File: src/rtl/ram_burst_reader.sv
// ram_burst_reader: reads a burst of bytes from an external RAM with an
// asynchronous read port and streams them out over a valid/ready interface.
// Optional feature macro: RAM_RD_CHECKSUM_EN. When it is defined, an XOR
// checksum beat is appended after the last data byte of every non-empty burst.
module ram_burst_reader #(
    parameter int ram_width = 8,
    parameter int add_bits  = 5
) (
    input  logic                  clk,
    input  logic                  rst,
    input  logic                  start,
    input  logic [add_bits-1:0]   start_addr,
    input  logic [add_bits:0]     burst_len,
    output logic [add_bits-1:0]   address_r,
    input  logic [ram_width-1:0]  ram_data,
    output logic [ram_width-1:0]  tx_data,
    output logic                  tx_valid,
    input  logic                  tx_ready,
    output logic                  busy,
    output logic                  done
);

    localparam int depth = 2 ** add_bits;
    // Longest burst that still reads every location exactly once.
    localparam logic [add_bits:0] max_len = (add_bits + 1)'(depth);

    typedef enum logic [2:0] {
        IDLE  = 3'd0,
        FETCH = 3'd1,
        SEND  = 3'd2,
        DONE  = 3'd3
`ifdef RAM_RD_CHECKSUM_EN
        , CSUM = 3'd4
`endif
    } state_t;

    state_t                 state_reg, state_next;
    logic [add_bits-1:0]    rd_ptr_reg, rd_ptr_next;
    logic [add_bits:0]      remain_reg, remain_next;
    logic [ram_width-1:0]   tx_data_reg, tx_data_next;
    logic                   tx_valid_reg, tx_valid_next;
`ifdef RAM_RD_CHECKSUM_EN
    logic [ram_width-1:0]   csum_reg, csum_next;
`endif

    logic handshake;

    assign handshake = tx_valid_reg & tx_ready;
    assign address_r = rd_ptr_reg;
    assign tx_data   = tx_data_reg;
    assign tx_valid  = tx_valid_reg;
    assign busy      = (state_reg != IDLE);
    assign done      = (state_reg == DONE);

    // State register; reset aborts any burst in flight.
    always_ff @(posedge clk or posedge rst) begin
        if (rst) begin
            state_reg <= IDLE;
        end else begin
            state_reg <= state_next;
        end
    end

    // Datapath registers: read pointer, byte countdown, output holding stage.
    always_ff @(posedge clk or posedge rst) begin
        if (rst) begin
            rd_ptr_reg   <= '0;
            remain_reg   <= '0;
            tx_data_reg  <= '0;
            tx_valid_reg <= 1'b0;
`ifdef RAM_RD_CHECKSUM_EN
            csum_reg     <= '0;
`endif
        end else begin
            rd_ptr_reg   <= rd_ptr_next;
            remain_reg   <= remain_next;
            tx_data_reg  <= tx_data_next;
            tx_valid_reg <= tx_valid_next;
`ifdef RAM_RD_CHECKSUM_EN
            csum_reg     <= csum_next;
`endif
        end
    end

    // Next-state and datapath update; everything holds unless a state acts.
    always_comb begin
        state_next    = state_reg;
        rd_ptr_next   = rd_ptr_reg;
        remain_next   = remain_reg;
        tx_data_next  = tx_data_reg;
        tx_valid_next = tx_valid_reg;
`ifdef RAM_RD_CHECKSUM_EN
        csum_next     = csum_reg;
`endif
        case (state_reg)
            IDLE: begin
                if (start) begin
                    if (burst_len == '0) begin
                        // Empty burst: just signal completion.
                        state_next = DONE;
                    end else begin
                        rd_ptr_next = start_addr;
                        remain_next = (burst_len > max_len) ? max_len : burst_len;
`ifdef RAM_RD_CHECKSUM_EN
                        csum_next   = '0;
`endif
                        state_next  = FETCH;
                    end
                end
            end
            FETCH: begin
                // Capture the first byte; the pointer moves on to the next one.
                tx_data_next  = ram_data;
                tx_valid_next = 1'b1;
                rd_ptr_next   = rd_ptr_reg + 1'b1;
                state_next    = SEND;
            end
            SEND: begin
                if (handshake) begin
`ifdef RAM_RD_CHECKSUM_EN
                    csum_next = csum_reg ^ tx_data_reg;
`endif
                    if (remain_reg > 1) begin
                        // RAM already shows the next byte: one byte per cycle.
                        tx_data_next = ram_data;
                        rd_ptr_next  = rd_ptr_reg + 1'b1;
                        remain_next  = remain_reg - 1'b1;
                    end else begin
                        remain_next = '0;
`ifdef RAM_RD_CHECKSUM_EN
                        tx_data_next = csum_reg ^ tx_data_reg;
                        state_next   = CSUM;
`else
                        tx_valid_next = 1'b0;
                        state_next    = DONE;
`endif
                    end
                end
            end
`ifdef RAM_RD_CHECKSUM_EN
            CSUM: begin
                // Checksum beat is held until the consumer takes it.
                if (tx_ready) begin
                    tx_valid_next = 1'b0;
                    state_next    = DONE;
                end
            end
`endif
            DONE: begin
                tx_valid_next = 1'b0;
                state_next    = IDLE;
            end
            default: begin
                tx_valid_next = 1'b0;
                state_next    = IDLE;
            end
        endcase
    end

endmodule

File: config.mk
export PLATFORM = sky130hd
export DESIGN_NAME = ram_burst_reader
export DESIGN_NICKNAME = d
export VERILOG_FILES = /design/src/rtl/ram_burst_reader.sv
export SDC_FILE = /design/constraint.sdc
export NUM_CORES = 1
export LEC_CHECK = 0
export ABC_AREA = 1
export CAP_MARGIN = 20
export CORE_MARGIN = 3
export CORE_UTILIZATION = 40
export DETAILED_ROUTE_END_ITERATION = 10
export DONT_BUFFER_PORTS = 1
export HOLD_SLACK_MARGIN = 0.15
export SLEW_MARGIN = 30
export SYNTH_ARGS = -nofsm -noshare
export SYNTH_HDL_FRONTEND = slang
export SYNTH_SLANG_ARGS = --single-unit
File: constraint.sdc
create_clock -name clk -period 4.47 [get_ports clk]
set_clock_uncertainty 0.1 [all_clocks]
set_input_delay 1.1175 -clock clk [delete_from_list [all_inputs] [get_ports clk]]
set_output_delay 1.1175 -clock clk [all_outputs]
set_load 0.03 [all_outputs]
==> flow_summary.ini, run 1 <==
[status]
status = completed

[clocking]
cts.sinks = 22
post-cts-setup-buffers = 0
holdBufCountCts = 0
cts.clk_slew.worst_paths_ns = 0.13
cts_max_path_buffers = 2
h-tree-depth = 1
cts_tree = done
clockRootBuffer = clkbuf_4
clk_latency_ns = 0.31
cts_buffers = 3
cts_resized = 0

[placement]
dp_hpwl_microns = 2420
dp_slack_ns = 2.29
gp_congestion = 0.803
port_buffers = 0

[worst_setup_path]
crit_slowest_cell = dfrtp_1
path_class = flop to output port
start_kind = flop
max_stage_delay_ns = 0.42
crit_arrival_ns = 1.33
cp_common_cell = inv_1
crit_fanout = 4
path_cells = inv_1 -> ha_1 -> inv_1
cp_data_required_time_ns = 3.25
endpoint_kind = output port

[grt]
grtUsageTotal_pct = 15.7
antenna_found_initial = 0
grt_pass1_wl_microns = 5240
grt_pass1_vias = 1188
grt_max_degree = 23
grt_overflow = 0

[routing]
wl_per_cell_microns = 12.7
initialDrtViolationCount = 31
wirelength_microns = 3030
num_vias = 1202
firstDrtPassIters = 4
postRouteAntennaNets = 0
drc = 0
routed_via_density = 5.03

[yosys]
yosys_warnings = 0
postSynthCellCount = 191
synth_area_sq_mm = 0.00139
syn-num-nets = 221
avgSynthCellArea_sq_um = 7.29
ys_types = 20
synthArstFlopShare_pct = 100
yosysTopAreaCellShare_pct = 39.5
ys.flop_type = dfrtp_1
synth_edf_count = 0
ys_seq_area_share_pct = 39.5
netlist_top_cells_area = dfrtp_1, nand2_1, nand3_1
synth_common_cells = nand2_1, nand3_1, dfrtp_1
synth.most_common_cell = nand2_1
yosys.area.top_type = dfrtp_1
synth-seq-cells = 22

[sta]
fin_crit_ns = 2.54
hold_viol_final = 0
fmax_ghz = 0.393
finalSetupTns_ns = 0
report.final.setup_viol = 0
fin_crit_sh_pct = 56.9
finalWorstSetupSlack_ns = 1.93
worst_slew_pin_slew_ns = 0.837
drv_slew = 0
rsz0062_at_grt = no
max-slew-margin-rel_pct = 44.2

[power]
ir_worst_vdd_mv = 0.652
p_per_area_mw_per_mm2 = 899
p_leak_uw = 0.000802

[run]
cap_violations = 0

[hold_path]
hold_class = flop to flop

[layout]
nets = 226
largest_register_ffs = 8
antennaDiodeCount = 0
syn2layout_area_growth_pct = 7.73
fillers = 323
drive_above_1_share_pct = 9.74

[floorplanning]
core_area_sq_mm = 0.00318
die_area_sq_mm = 0.00423
start_util_pct = 43.8
die_y_microns = 65.0
ios = 39
die_w_microns = 65.0
placementRows = 20
area by class of cell:
type	instances	area [sq um]	area share, %
Multi-Input combinational cell	144	743	49.5
Tap cell	44	55.1	3.67
Clock buffer	3	22.5	1.50
Clock inverter	1	30.0	2.00
Sequential cell	22	551	36.7
Inverter	25	98.8	6.59
per-layer routing:
layer	up-vias	part of all wire, %	track usage [%]	wire [microns]
li1	612	-	-	-
met1	558	46	19.7	1380
met2	30	48	26.7	1440
met3	2	6.3	5.37	192
met4	0	0.49	1.58	15
met5	-	0	0	0
cells in the final DEF (no fill, tap or decap):
master,Yosys,final
nand3_1,28,28
nand2_1,72,72
o21bai_1,1,1
bufinv_16,0,1
clkbuf_4,0,3
nor2_4,1,1
nor2_2,3,3
ha_1,7,7
nand2_4,2,2
inv_1,20,20
o21ai_1,1,1
o21ai_0,8,8
inv_2,3,3
xnor2_1,2,2
nand3_2,1,1
nand4_1,5,5
nor2_1,9,9
xor2_1,1,1
inv_4,2,2
dfrtp_1,22,22
a21oi_4,2,2
nand2_2,1,1
power breakdown:
| group | leakage [uW] | switching [uW] | total (uW) | internal [uW] |
|---|---|---|---|---|
| clock network | 0.0000279 | 61.8 | 152 | 90.6 |
| logic | 0.000498 | 448 | 686 | 238 |
| registers | 0.000276 | 215 | 510 | 294 |
kinds of logic (layout without fill, tap and decap cells):
logic type,count (synthesis),count (layout),share of synthesized area [%]
buffers and inverters,25,29,7.10
XOR/XNOR,3,3,1.89
AO/OA/AOI/OAI,12,12,6.11
flip-flops,22,22,39.5
AND/OR/NAND/NOR,122,122,39.1
adder cells (fa/ha/maj),7,7,6.29
final timing paths:
check	startpoint	end	slack, ns	cells after the start
setup reg to reg	state_reg[0]	address_r[0]	2.47	10
max in group asynchronous	rst	tx_valid	3.01	1
hold / removal	remain_reg[5]	remain_reg[5]	0.46	2
setup / recovery	state_reg[0]	busy	1.93	3
hold reg to reg	remain_reg[5]	remain_reg[5]	0.46	2
min in group asynchronous	rst	tx_data[3]	0.75	1
stage by stage:
| step | cell area (sq um) | total power (uW) | std cells | hold WS, ns | util (%) |
|---|---|---|---|---|---|
| 2_1_floorplan | 1390 | 1060 | 191 | 0.369 | - |
| 3_5_place_dp | 1450 | 1210 | 235 | 0.429 | 45.6 |
| 3_3_place_gp | 1450 | 1180 | 235 | 0.414 | 45.6 |
| 5_1_grt | 1500 | 1490 | 239 | 0.490 | 47.2 |
| 4_1_cts | 1500 | 1370 | 239 | 0.460 | 47.2 |
| 6_report | 1500 | 1350 | 239 | 0.459 | 47.2 |
worst max-delay path: cells and delay by family (launching register included):
family                   cells  cell delay, ns
buffers and inverters        2            0.36
adder cells (fa/ha/maj)      1            0.23
flip-flops                   1            0.42
(Power assumes the default switching activity.)
==> run 2, diff against run 1 <==
==> constraint.sdc (replaced) <==
create_clock -name clk -period 2.56 [get_ports clk]
set_clock_uncertainty 0.1 [all_clocks]
set_input_delay 0.64 -clock clk [delete_from_list [all_inputs] [get_ports clk]]
set_output_delay 0.64 -clock clk [all_outputs]
set_load 0.03 [all_outputs]
==> run 2 against run 1 <==
  * Via count fell by 1.8%
  * Utilization unchanged
  * Power up 75%
  * Routed wire length grew 2.5%
==> flow_summary.ini, run 2 (synthesis results as in run 1) <==
[floorplanning]
core_area_sq_mm = 0.00318
start_util_pct = 43.8
die_area_sq_mm = 0.00423
die_w_microns = 65.0
ios = 39
placementRows = 20
die_y_microns = 65.0

[sta]
worst_slew_pin_slew_ns = 0.819
fmax_ghz = 0.486
fin_crit_sh_pct = 80.4
fin_crit_ns = 2.06
drv_slew = 0
report.final.setup_viol = 0
max-slew-margin-rel_pct = 45.3
hold-worst-slack_ns = 0.262
rsz0062_at_grt = no
finalSetupTns_ns = 0
hold_viol_final = 0

[clocking]
holdBufCountCts = 0
post-cts-setup-buffers = 0
cts_tree = done
cts_buffers = 3
cts_max_path_buffers = 2
cts_resized = 0
clk_latency_ns = 0.30
cts.sinks = 22
h-tree-depth = 1
clockRootBuffer = clkbuf_4
cts.clk_slew.worst_paths_ns = 0.13

[layout]
postLayoutCoreUtil_pct = 47.2
layout_commonest_cell = nand2_1
antennaDiodeCount = 0
multi_input_area_sq_um = 743
syn2layout_area_growth_pct = 7.73
nets = 226
final_cell_mix = nand2_1, nand3_1, dfrtp_1
drive_above_1_share_pct = 9.74
seq_area_sq_um = 551
fillers = 327
largest_register_ffs = 8

[power]
p_leak_uw = 0.000802
ir_worst_vdd_mv = 0.645
total_power_uw = 2360
p_per_area_mw_per_mm2 = 1570

[worst_setup_path]
crit_arrival_ns = 1.32
reg2reg_from = state_reg[0]
reg2regPathDepth = 10
path_class = flop to output port
reg2reg_to = address_r[1]
cp_data_required_time_ns = 1.82
start_kind = flop
rrSetupSlack_ns = 0.61
endpoint_kind = output port
crit_fanout = 4

[routing]
routed_via_density = 4.94
wl_met1_microns = 1390
wl_per_cell_microns = 13.0
wl_met3_microns = 229
firstDrtPassIters = 4
wirelength_microns = 3110
initialDrtViolationCount = 73
drc = 0
num_vias = 1180
postRouteAntennaNets = 0
top_layer = met3
wl_met2_microns = 1490

[status]
status = completed

[grt]
grt_overflow = 0
grt_max_degree = 23
grt_pass1_wl_microns = 5490
grtUsageTotal_pct = 16.3
grt_pass1_vias = 1246
antenna_found_initial = 0

[placement]
port_buffers = 0
gp_congestion = 0.820
dp_hpwl_microns = 2540

[hold_path]
hold_class = primary input to async pin

[run]
cap_violations = 0
[run 2: cell counts in the layout (fill, tap and decap cells not counted)]
Identical to the previous run, type by type.
[run 2: layout make-up]
class | count | share of cell area (%)
multi-input combinational | 144 | 49.5
sequential | 22 | 36.7
inverter | 25 | 6.59
tap | 44 | 3.67
clock inverter | 1 | 2.00
clock buffer | 3 | 1.50
[run 2: per-layer routing]
| metal | up-vias | global-route usage [%] |
|---|---|---|
| met3 | 0 | 4.68 |
| met5 | - | 0 |
| met1 | 534 | 20.2 |
| met4 | 0 | 3.43 |
| met2 | 32 | 28.0 |
| li1 | 614 | - |
[run 2: worst max path at each step]
stage,start,to,slack (ns),cells after the start
floorplan,state_reg[0],address_r[2],0.83,10
global placement,state_reg[1],address_r[2],0.68,10
detailed placement,state_reg[0],address_r[0],0.62,10
CTS,state_reg[0],busy,0.49,3
global route,state_reg[0],busy,0.40,3
finish,state_reg[0],busy,0.50,3
[run 2: stage by stage]
| step | worst slack [ns] | std cells | area, sq um |
|---|---|---|---|
| 2_1_floorplan | 0.826 | 191 | 1390 |
| 3_3_place_gp | 0.678 | 235 | 1450 |
| 3_5_place_dp | 0.617 | 235 | 1450 |
| 4_1_cts | 0.490 | 239 | 1500 |
| 5_1_grt | 0.396 | 239 | 1500 |
| 6_report | 0.503 | 239 | 1500 |
[run 2: critical path, cell delays in order, from the launching register on]
cell and delay, ns:
dfrtp_1 0.42, inv_1 0.08, ha_1 0.23, inv_1 0.28
[run 2: where the power goes]
group / internal, uW / switching [uW]
clock network: 158 / 111
registers: 514 / 381
logic: 417 / 780
total: 1090 / 1270
